$ cat src/rtl/axis_pattern_fifo_gen_pkg.sv
// Shared encodings for the AXI-Stream pattern generator: data modes and FSM states.
package axis_pattern_fifo_gen_pkg;

  typedef logic [1:0] mode_t;

  localparam mode_t MODE_INC   = 2'd0;
  localparam mode_t MODE_DEC   = 2'd1;
  localparam mode_t MODE_ROT   = 2'd2;
  localparam mode_t MODE_CONST = 2'd3;

  localparam logic [0:0] ST_IDLE = 1'b0;
  localparam logic [0:0] ST_RUN  = 1'b1;

endpackage

$ cat src/rtl/axis_pattern_fifo_gen_if.sv
// AXI-Stream bundle carried between the pattern generator and its consumer.
interface axis_pattern_fifo_gen_if #(
  parameter int DATA_SIZE = 32
);

  logic [DATA_SIZE-1:0]   tdata;
  logic [DATA_SIZE/8-1:0] tstrb;
  logic                   tvalid;
  logic                   tlast;
  logic                   tready;

  modport master (output tdata, output tstrb, output tvalid, output tlast, input tready);
  modport slave  (input tdata, input tstrb, input tvalid, input tlast, output tready);

endinterface

$ cat src/rtl/axis_pattern_fifo_gen_sync_fifo.sv
// Single-clock FIFO with occupancy counter; head word is visible combinationally.
module axis_sync_fifo #(
  parameter int WIDTH      = 33,
  parameter int ADDR_WIDTH = 4
) (
  input  logic                  clk,
  input  logic                  srst_n,
  input  logic                  wr_en,
  input  logic [WIDTH-1:0]      wr_data,
  output logic                  full,
  input  logic                  rd_en,
  output logic [WIDTH-1:0]      rd_data,
  output logic                  empty,
  output logic [ADDR_WIDTH:0]   level
);

  localparam int DEPTH = 2 ** ADDR_WIDTH;
  localparam logic [ADDR_WIDTH:0] LEVEL_FULL = (ADDR_WIDTH + 1)'(DEPTH);

  logic [WIDTH-1:0]      mem [DEPTH];
  logic [ADDR_WIDTH-1:0] wr_ptr_reg;
  logic [ADDR_WIDTH-1:0] rd_ptr_reg;
  logic [ADDR_WIDTH:0]   level_reg;
  logic                  wr_fire;
  logic                  rd_fire;

  assign full    = (level_reg == LEVEL_FULL);
  assign empty   = (level_reg == '0);
  assign level   = level_reg;
  assign wr_fire = wr_en && !full;
  assign rd_fire = rd_en && !empty;

  // Head is read asynchronously so a beat is on the bus the cycle after it is written;
  // forced to zero when empty so idle outputs read as 0.
  assign rd_data = empty ? '0 : mem[rd_ptr_reg];

  always_ff @(posedge clk) begin
    if (wr_fire) begin
      mem[wr_ptr_reg] <= wr_data;
    end
  end

  always_ff @(posedge clk) begin
    if (!srst_n) begin
      wr_ptr_reg <= '0;
      rd_ptr_reg <= '0;
      level_reg  <= '0;
    end else begin
      if (wr_fire) begin
        wr_ptr_reg <= wr_ptr_reg + ADDR_WIDTH'(1);
      end
      if (rd_fire) begin
        rd_ptr_reg <= rd_ptr_reg + ADDR_WIDTH'(1);
      end
      case ({wr_fire, rd_fire})
        2'b10:   level_reg <= level_reg + (ADDR_WIDTH + 1)'(1);
        2'b01:   level_reg <= level_reg - (ADDR_WIDTH + 1)'(1);
        default: level_reg <= level_reg;
      endcase
    end
  end

endmodule

$ cat src/rtl/axis_pattern_fifo_gen.sv
// AXI-Stream test-pattern source: packet FSM feeding an internal FIFO drained on an AXIS master.
module axis_pattern_fifo_gen
  import axis_pattern_fifo_gen_pkg::*;
#(
  parameter int DATA_SIZE  = 32,
  parameter int ADDR_WIDTH = 4,
  parameter int LEN_WIDTH  = 16,
  parameter int CNT_WIDTH  = 32
) (
  input  logic                  m00_axis_aclk,
  input  logic                  m00_axis_aresetn,
  input  logic                  m00_axis_enable,
  input  logic [1:0]            cfg_mode,
  input  logic [DATA_SIZE-1:0]  cfg_seed,
  input  logic [LEN_WIDTH-1:0]  cfg_pkt_len,
  axis_pattern_fifo_gen_if.master m00_axis,
  output logic [ADDR_WIDTH:0]   stat_fifo_level,
  output logic [CNT_WIDTH-1:0]  stat_pkt_count,
  output logic                  busy
);

  localparam int STRB_WIDTH = DATA_SIZE / 8;

  logic [0:0]           state_reg;
  mode_t                mode_reg;
  logic [LEN_WIDTH-1:0] len_reg;
  logic [DATA_SIZE-1:0] data_reg;
  logic [LEN_WIDTH-1:0] beat_cnt_reg;
  logic [CNT_WIDTH-1:0] pkt_count_reg;

  logic [LEN_WIDTH-1:0]  eff_len;
  logic                  last_beat;
  logic                  fifo_full;
  logic                  fifo_empty;
  logic                  wr_fire;
  logic                  tvalid;
  logic [DATA_SIZE:0]    head_word;
  logic [STRB_WIDTH-1:0] strb;

  function automatic logic [DATA_SIZE-1:0] next_pattern(input mode_t mode,
                                                        input logic [DATA_SIZE-1:0] d);
    logic [DATA_SIZE-1:0] r;
    case (mode)
      MODE_INC: r = d + DATA_SIZE'(1);
      MODE_DEC: r = d - DATA_SIZE'(1);
      MODE_ROT: r = {d[DATA_SIZE-2:0], d[DATA_SIZE-1]};
      default:  r = d;
    endcase
    return r;
  endfunction

  assign eff_len   = (cfg_pkt_len == '0) ? LEN_WIDTH'(1) : cfg_pkt_len;
  assign last_beat = (beat_cnt_reg == len_reg - LEN_WIDTH'(1));
  assign wr_fire   = (state_reg == ST_RUN) && !fifo_full;

  always_ff @(posedge m00_axis_aclk) begin
    if (!m00_axis_aresetn) begin
      state_reg     <= ST_IDLE;
      mode_reg      <= MODE_INC;
      len_reg       <= '0;
      data_reg      <= '0;
      beat_cnt_reg  <= '0;
      pkt_count_reg <= '0;
    end else begin
      case (state_reg)
        ST_IDLE: begin
          if (m00_axis_enable) begin
            mode_reg     <= cfg_mode;
            len_reg      <= eff_len;
            data_reg     <= cfg_seed;
            beat_cnt_reg <= '0;
            state_reg    <= ST_RUN;
          end
        end
        ST_RUN: begin
          if (wr_fire) begin
            data_reg <= next_pattern(mode_reg, data_reg);
            if (last_beat) begin
              beat_cnt_reg  <= '0;
              pkt_count_reg <= pkt_count_reg + CNT_WIDTH'(1);
              // Back-to-back packets keep the running data value; only mode and length refresh.
              if (m00_axis_enable) begin
                mode_reg <= cfg_mode;
                len_reg  <= eff_len;
              end else begin
                state_reg <= ST_IDLE;
              end
            end else begin
              beat_cnt_reg <= beat_cnt_reg + LEN_WIDTH'(1);
            end
          end
        end
        default: state_reg <= ST_IDLE;
      endcase
    end
  end

  axis_sync_fifo #(
    .WIDTH      (DATA_SIZE + 1),
    .ADDR_WIDTH (ADDR_WIDTH)
  ) u_fifo (
    .clk     (m00_axis_aclk),
    .srst_n  (m00_axis_aresetn),
    .wr_en   (state_reg == ST_RUN),
    .wr_data ({data_reg, last_beat}),
    .full    (fifo_full),
    .rd_en   (tvalid && m00_axis.tready),
    .rd_data (head_word),
    .empty   (fifo_empty),
    .level   (stat_fifo_level)
  );

  assign tvalid = !fifo_empty;

  for (genvar gi = 0; gi < STRB_WIDTH; gi++) begin : g_strb
    assign strb[gi] = tvalid;
  end

  assign m00_axis.tvalid = tvalid;
  assign m00_axis.tdata  = head_word[DATA_SIZE:1];
  assign m00_axis.tlast  = head_word[0];
  assign m00_axis.tstrb  = strb;
  assign stat_pkt_count  = pkt_count_reg;
  assign busy            = (state_reg == ST_RUN);

endmodule

$ cat src/flat_wrapper.sv
// flat-port wrapper written by rule: the top's interface ports become plain ports
module axis_pattern_fifo_gen_flat import axis_pattern_fifo_gen_pkg::*;
#(
  parameter int DATA_SIZE  = 32,
  parameter int ADDR_WIDTH = 4,
  parameter int LEN_WIDTH  = 16,
  parameter int CNT_WIDTH  = 32
)
  (m00_axis_aclk, m00_axis_aresetn, m00_axis_enable, cfg_mode, cfg_seed, cfg_pkt_len, stat_fifo_level, stat_pkt_count, busy, m00_axis_tdata, m00_axis_tstrb, m00_axis_tvalid, m00_axis_tlast, m00_axis_tready);
  axis_pattern_fifo_gen_if #(.DATA_SIZE(DATA_SIZE)) m00_axis_i ();
  input  logic m00_axis_aclk;
  input  logic m00_axis_aresetn;
  input  logic m00_axis_enable;
  input  logic [1:0] cfg_mode;
  input  logic [DATA_SIZE-1:0] cfg_seed;
  input  logic [LEN_WIDTH-1:0] cfg_pkt_len;
  output logic [ADDR_WIDTH:0] stat_fifo_level;
  output logic [CNT_WIDTH-1:0] stat_pkt_count;
  output logic busy;
  output wire logic [$bits(m00_axis_i.tdata)-1:0] m00_axis_tdata;
  output wire logic [$bits(m00_axis_i.tstrb)-1:0] m00_axis_tstrb;
  output wire logic [$bits(m00_axis_i.tvalid)-1:0] m00_axis_tvalid;
  output wire logic [$bits(m00_axis_i.tlast)-1:0] m00_axis_tlast;
  input wire logic [$bits(m00_axis_i.tready)-1:0] m00_axis_tready;
  assign m00_axis_tdata = m00_axis_i.tdata;
  assign m00_axis_tstrb = m00_axis_i.tstrb;
  assign m00_axis_tvalid = m00_axis_i.tvalid;
  assign m00_axis_tlast = m00_axis_i.tlast;
  assign m00_axis_i.tready = m00_axis_tready;
  axis_pattern_fifo_gen #(.DATA_SIZE(DATA_SIZE), .ADDR_WIDTH(ADDR_WIDTH), .LEN_WIDTH(LEN_WIDTH), .CNT_WIDTH(CNT_WIDTH)) u_core (.m00_axis_aclk(m00_axis_aclk), .m00_axis_aresetn(m00_axis_aresetn), .m00_axis_enable(m00_axis_enable), .cfg_mode(cfg_mode), .cfg_seed(cfg_seed), .cfg_pkt_len(cfg_pkt_len), .m00_axis(m00_axis_i), .stat_fifo_level(stat_fifo_level), .stat_pkt_count(stat_pkt_count), .busy(busy));
endmodule
$ cat config.mk
export PLATFORM = sky130hd
export DESIGN_NAME = axis_pattern_fifo_gen_flat
export DESIGN_NICKNAME = d
export VERILOG_FILES = /design/src/rtl/axis_pattern_fifo_gen_pkg.sv /design/src/rtl/axis_pattern_fifo_gen_if.sv /design/src/rtl/axis_pattern_fifo_gen_sync_fifo.sv /design/src/rtl/axis_pattern_fifo_gen.sv /design/src/flat_wrapper.sv
export SDC_FILE = /design/constraint.sdc
export NUM_CORES = 1
export LEC_CHECK = 0
export BUFFER_PORTS_ARGS = -buffer_cell sky130_fd_sc_hd__clkbuf_2
export CELL_PAD_IN_SITES_DETAIL_PLACEMENT = 1
export CELL_PAD_IN_SITES_GLOBAL_PLACEMENT = 1
export CORE_ASPECT_RATIO = 0.8
export CORE_MARGIN = 2
export CORE_UTILIZATION = 53
export CTS_CLUSTER_SIZE = 30
export DETAILED_ROUTE_END_ITERATION = 10
export HOLD_SLACK_MARGIN = 0.1
export PLACE_DENSITY_LB_ADDON = 0.1
export SYNTH_ARGS = -nofsm -noshare
export SYNTH_HDL_FRONTEND = slang
export SYNTH_SLANG_ARGS = --single-unit
$ cat constraint.sdc
create_clock -name m00_axis_aclk -period 4.5 [get_ports m00_axis_aclk]
set_input_delay 1.125 -clock m00_axis_aclk [delete_from_list [all_inputs] [get_ports m00_axis_aclk]]
set_output_delay 1.125 -clock m00_axis_aclk [all_outputs]
set_load 0.03 [all_outputs]
==> reports/results.ini, run 1 <==
[layout]
drive_above_1_share_pct = 25.2
area_growth_pct = 14.5
largest_reg_flops = 528
fin_cells = 2629
seq_area_sq_mm = 0.0182
design_area_sq_mm = 0.0318
fillers = 4654
final_cell_mix = edfxtp_1 (528), mux4_2 (165), clkbuf_2 (128)
mostFrequentLayoutCell = edfxtp_1
nets = 1992
multi_input_area_sq_mm = 0.00923

[critical_path]
critPathArrivalTime_ps = 3130
endpoint_kind = primary output
cp_max_fo = 22
critPathSlowestCell = mux4_2
crit_path_frequent_cell = mux4_2
crit_chain = buf_4, mux4_2, mux4_2, and2_1, clkbuf_2
path_class = flop to primary output
critical_path.startpoint_type = flop
cp_num_buf_inv = 2
slowest_delay_ps = 570
required_ps = 3380
path_delay_family = multiplexers

[timing]
tightest_slew_ps = 1110
max_freq_mhz = 235
fin_hold_ws_ps = 496
relSlewSlack_pct = 25.4
finClkSkew_ps = 18.8
min_period_ps = 4250
finalSetupTns_ps = 0
finalSetupViolCount = 0
final_max_slew_viol_count = 0
fin_crit_sh_pct = 94.5
worst_slack_ps = 247
rsz0062_at_grt = false
final-hold-violation-count = 0

[placement]
finalWeightedCongestion = 0.829
hpwlAfterDp_mm = 44.2
dp_slack_ps = 477
numPortBuffers = 129
placed_cell_area_sq_mm = 0.0297
numPlacedInstances = 2510

[synth]
synthAdderAreaFrac_pct = 2.04
synth_edf_count = 528
synthesis.area_sq_mm = 0.0277
synth-xor-area-share_pct = 2.65
ys_warn_count = 0
yosysUniqueCellTypes = 69
muxShareOfSynthArea_pct = 14.3
synth_cells = 1726
synth_seq_cells = 644
ys_async_sr_fraction_pct = 0
synth_compound_area_share_pct = 5.76
synth_top_family_by_area = multiplexers
post_synth_and_or_nand_nor_area_fraction_pct = 8.05
ys_seq_area_share_pct = 65.6
syn_nets = 1824
syn_avg_cell_area_sq_um = 16.1
synth_ff_type = edfxtp_1

[die]
die-width_um = 260
fp.coreArea_sq_mm = 0.0514
rows = 74
die_area_sq_mm = 0.0542
start_util_pct = 53.9
pin_count = 130
die_height_um = 209

[clocking]
cts_tree = yes
cts_resized = 0
root_buffer = clkbuf_16
htree_levels = 3
cts_hold_buf = 0
clock_latency_ps = 610
cts_buffer_depth = 3
clock-sinks = 644
clk_pin_slew_ps = 60
cts_setup_buffers = 0
cts_inserted_buffers = 66

[global_routing]
antenna_found_initial = 4
grt_max_degree = 74
grt_pass1_wl_mm = 109
grt.total_usage_pct = 27.1
met2_usage_pct = 44.1
grt_overflow = 0
grtUsageMet3_pct = 4.79
use_met1_pct = 38.4
grt_pass1_vias = 17449
busiest_layer = met2

[power_and_ir_drop]
power_density_mw_per_mm2 = 495
leakage_uw = 0.0109
ir_drop_mv = 0.382

[route]
num_vias = 16326
dr.pass1.iters = 5
ant_nets = 0
drc_errors = 0
wl_per_cell_um = 27.1
drt-vias-per-instance = 6.21
drt_wl_total_mm = 71.3
drt_iter0_drc = 1441

[outcome]
status = complete, no violations

[job]
maxCapViolCount = 0

[hold_path]
hold_path_class = flop to flop

-- logic make-up (layout without fill, tap and decap cells) --
family / Yosys count / in the layout
other: 0 / 2
XOR/XNOR: 84 / 84
AND/OR/NAND/NOR: 420 / 420
multiplexers: 190 / 190
AO/OA/AOI/OAI: 232 / 232
adder cells (fa/ha/maj): 44 / 44
flip-flops: 644 / 644
buffers and inverters: 112 / 329
-- through the flow --
step	utilization [%]	power (uW)
after floorplan	-	9410
after detailed placement	57.7	10500
after global placement	57.7	10400
after global routing	61.8	16300
after CTS	61.8	15900
final	61.8	15700
-- worst paths after layout --
kind                             start  cells after the start  slack [ps]                   endpoint
min          u_core.stat_pkt_count[31]                      2         500  u_core.stat_pkt_count[31]
min reg2reg  u_core.stat_pkt_count[31]                      2         500  u_core.stat_pkt_count[31]
max reg2reg         u_core.mode_reg[1]                     12         430        u_core.data_reg[30]
max                               flop                      5         250          m00_axis_tdata[0]
-- worst register-to-register path, cell delays in order, from the launching register on --
cell      delay (ps)
dfxtp_1          350
nand2b_1         210
inv_1            590
ha_1             390
nor2b_1          180
o31a_1           300
o31a_1           330
a41o_1           340
a41oi_2          310
o21ai_1          190
a41o_1           280
or3_1            340
a31oi_1          180
-- cells in the mapped netlist (24+ instances only) --
| cell | count | area [sq um] |
|---|---|---|
| clkbuf_1 | 70 | 263 |
| dfxtp_1 | 116 | 2320 |
| o21ai_0 | 40 | 200 |
| and3_1 | 26 | 163 |
| nand2_1 | 106 | 398 |
| nor2_1 | 60 | 225 |
| ha_1 | 42 | 526 |
| nor2b_1 | 31 | 194 |
| a21oi_1 | 39 | 195 |
| and2_1 | 76 | 475 |
| o211ai_1 | 32 | 240 |
| mux4_2 | 165 | 3720 |
| mux2i_1 | 24 | 240 |
| xnor2_1 | 60 | 526 |
| xor2_1 | 24 | 210 |
| edfxtp_1 | 528 | 15900 |
-- where the power goes --
part	internal [uW]	switching (uW)	leakage (uW)
registers	6710	241	0.00579
logic	1320	2100	0.00404
clock network	3060	2290	0.00103
total	11100	4630	0.0109
-- cell type report --
class                           instances  share of cell area [%]
Sequential cell                       644                    57.3
Multi-Input combinational cell        970                    29.1
Clock buffer                           88                    5.78
Timing Repair Buffer                  192                    4.12
Tap cell                              684                    2.70
Clock inverter                         29                   0.792
Inverter                               20                   0.236
Antenna cell                            2                  0.0158
-- per-layer routing --
metal  share of wire [%]  vias up  wire length [um]
li1                    -     7150                 -
met1                  43     8575             30900
met2                  49      512             34700
met3                 6.3       89              4490
met4                 1.7        0              1250
met5                   0        -                 0
(Power assumes the default switching activity.)
==> inputs of run 2 (changes only) <==
- CORE_UTILIZATION: 53 -> 35
- GPL_TIMING_DRIVEN: default -> 1
- PLACE_DENSITY: default -> 0.66
- PLACE_DENSITY_LB_ADDON: 0.1 -> default
==> run 2 against run 1 <==
Fmax is 1.5% higher. Combinational power barely moved. Register-to-register slack about the same. Die area rose by 50%. Largest power group unchanged.
==> reports/results.ini, run 2 (same netlist as run 1, synthesis figures left out) <==
[hold_path]
whs_endpoint = u_core.stat_pkt_count[31]
hold_path_class = flop to flop
hold_depth = 2
holdCritStartpoint = u_core.stat_pkt_count[31]

[layout]
mostFrequentLayoutCell = edfxtp_1
fillers = 7844
final_cell_mix = edfxtp_1 (528), mux4_2 (165), clkbuf_2 (128)
drive_above_1_share_pct = 25.6
seq_area_sq_mm = 0.0182
multi_input_area_sq_mm = 0.00923
design_area_sq_mm = 0.0322
largest_reg_flops = 528
nets = 1997
fin_cells = 2988
area_growth_pct = 16.3

[clocking]
cts_inserted_buffers = 70
cts_buffer_depth = 3
clock-sinks = 644
htree_levels = 3
root_buffer = clkbuf_16
cts_tree = yes
cts_resized = 0
clk_pin_slew_ps = 60
clock_latency_ps = 620
cts_setup_buffers = 0
cts_hold_buf = 0

[critical_path]
r2r_end = u_core.data_reg[30]
crit_chain = buf_12, mux4_2, mux4_2, and2_1, clkbuf_2
ff2ff_setup_slack_ps = 440
required_ps = 3380
crit_path_frequent_cell = mux4_2
critPathSlowestCell = dfxtp_4
endpoint_kind = primary output
critical_path.startpoint_type = flop
path_class = flop to primary output
r2r_cells = 12
critPathArrivalTime_ps = 3070
slowest_delay_ps = 570
cp_max_fo = 40
r2r-start = u_core.mode_reg[1]

[timing]
final_max_slew_viol_count = 0
relSlewSlack_pct = 24.2
finalSetupTns_ps = 0
finClkSkew_ps = 26.0
final-hold-violation-count = 0
finalSetupViolCount = 0
fin_hold_ws_ps = 492
fin_crit_sh_pct = 93.1
tightest_slew_ps = 1130
min_period_ps = 4190
rsz0062_at_grt = false
max_freq_mhz = 239

[power_and_ir_drop]
power_density_mw_per_mm2 = 497
p_switching_uw = 4740
ir_drop_mv = 0.323
combPwrFrac_pct = 21.3
power.share.clock_pct = 35.5
total_power_uw = 16000
sw_frac_of_total_pct = 29.6
intPower_uw = 11300
leakage_uw = 0.0109
seqPwrFrac_pct = 43.2

[global_routing]
antenna_found_initial = 5
grt.total_usage_pct = 18.2
grt_pass1_vias = 17394
grt_max_degree = 73
grt_overflow = 0
grt_pass1_wl_mm = 112

[route]
drt-vias-per-instance = 5.45
dr.pass1.iters = 5
drt_iter0_drc = 1267
drt_wl_total_mm = 73.7
ant_nets = 0
drc_errors = 0
num_vias = 16290
wl_per_cell_um = 24.7

[die]
start_util_pct = 35.3
fp.coreArea_sq_mm = 0.0786
die_height_um = 256
pin_count = 130
die-width_um = 319
rows = 92
die_area_sq_mm = 0.0815

[placement]
hpwlAfterDp_mm = 45.1
finalWeightedCongestion = 0.788
placed_cell_area_sq_mm = 0.0300
numPortBuffers = 129
numPlacedInstances = 2861

[outcome]
status = complete, no violations

[job]
maxCapViolCount = 0

run 2: per-layer routing:
layer | vias to the layer above | global-route usage (%) | wire [um]
met5 | - | 0 | 37
met2 | 478 | 29.9 | 35300
met3 | 94 | 3.38 | 4600
met4 | 6 | 3.80 | 1280
met1 | 8552 | 25.4 | 32500
li1 | 7160 | - | -
run 2: critical path, delay by kind of cell (launching register included):
kind,cells,cell delay [ps]
multiplexers,2,1130
flip-flops,1,570
buffers and inverters,2,550
AND/OR/NAND/NOR,1,200
run 2: how the worst max path moves through the flow:
stage,from,endpoint,slack [ps],cells after the start
after floorplan,u_core.u_fifo.level[0],u_core.u_fifo.mem[3][0],350,4
after CTS,flop,m00_axis_tdata[18],240,5
after detailed placement,u_core.mode_reg[1],u_core.data_reg[30],430,12
after global placement,u_core.mode_reg[1],u_core.data_reg[30],520,12
after global routing,u_core.mode_reg[0],u_core.data_reg[30],130,12
final,flop,m00_axis_tdata[18],310,5
run 2: layout make-up:
cell class / instances / area share (%)
multi-input combinational: 970 / 28.6
inverter: 20 / 0.233
timing repair buffer: 193 / 3.66
antenna: 1 / 0.00776
tap: 1034 / 4.01
clock buffer: 88 / 5.93
sequential: 644 / 56.4
clock inverter: 38 / 1.12
run 2: power by group through the flow:
stage | registers [uW] | clock network (uW) | logic (uW)
after floorplan | 7030 | 0 | 2390
after detailed placement | 7050 | 0 | 3500
after global routing | 6950 | 6010 | 3730
final | 6920 | 5700 | 3420
after global placement | 7030 | 0 | 3440
after CTS | 6920 | 5810 | 3510
run 2: per-stage QoR:
step	utilization (%)	worst slack, ps
CTS	41.0	236
global route	41.0	128
detailed placement	38.1	428
floorplan	-	353
finish	41.0	310
global placement	38.1	524
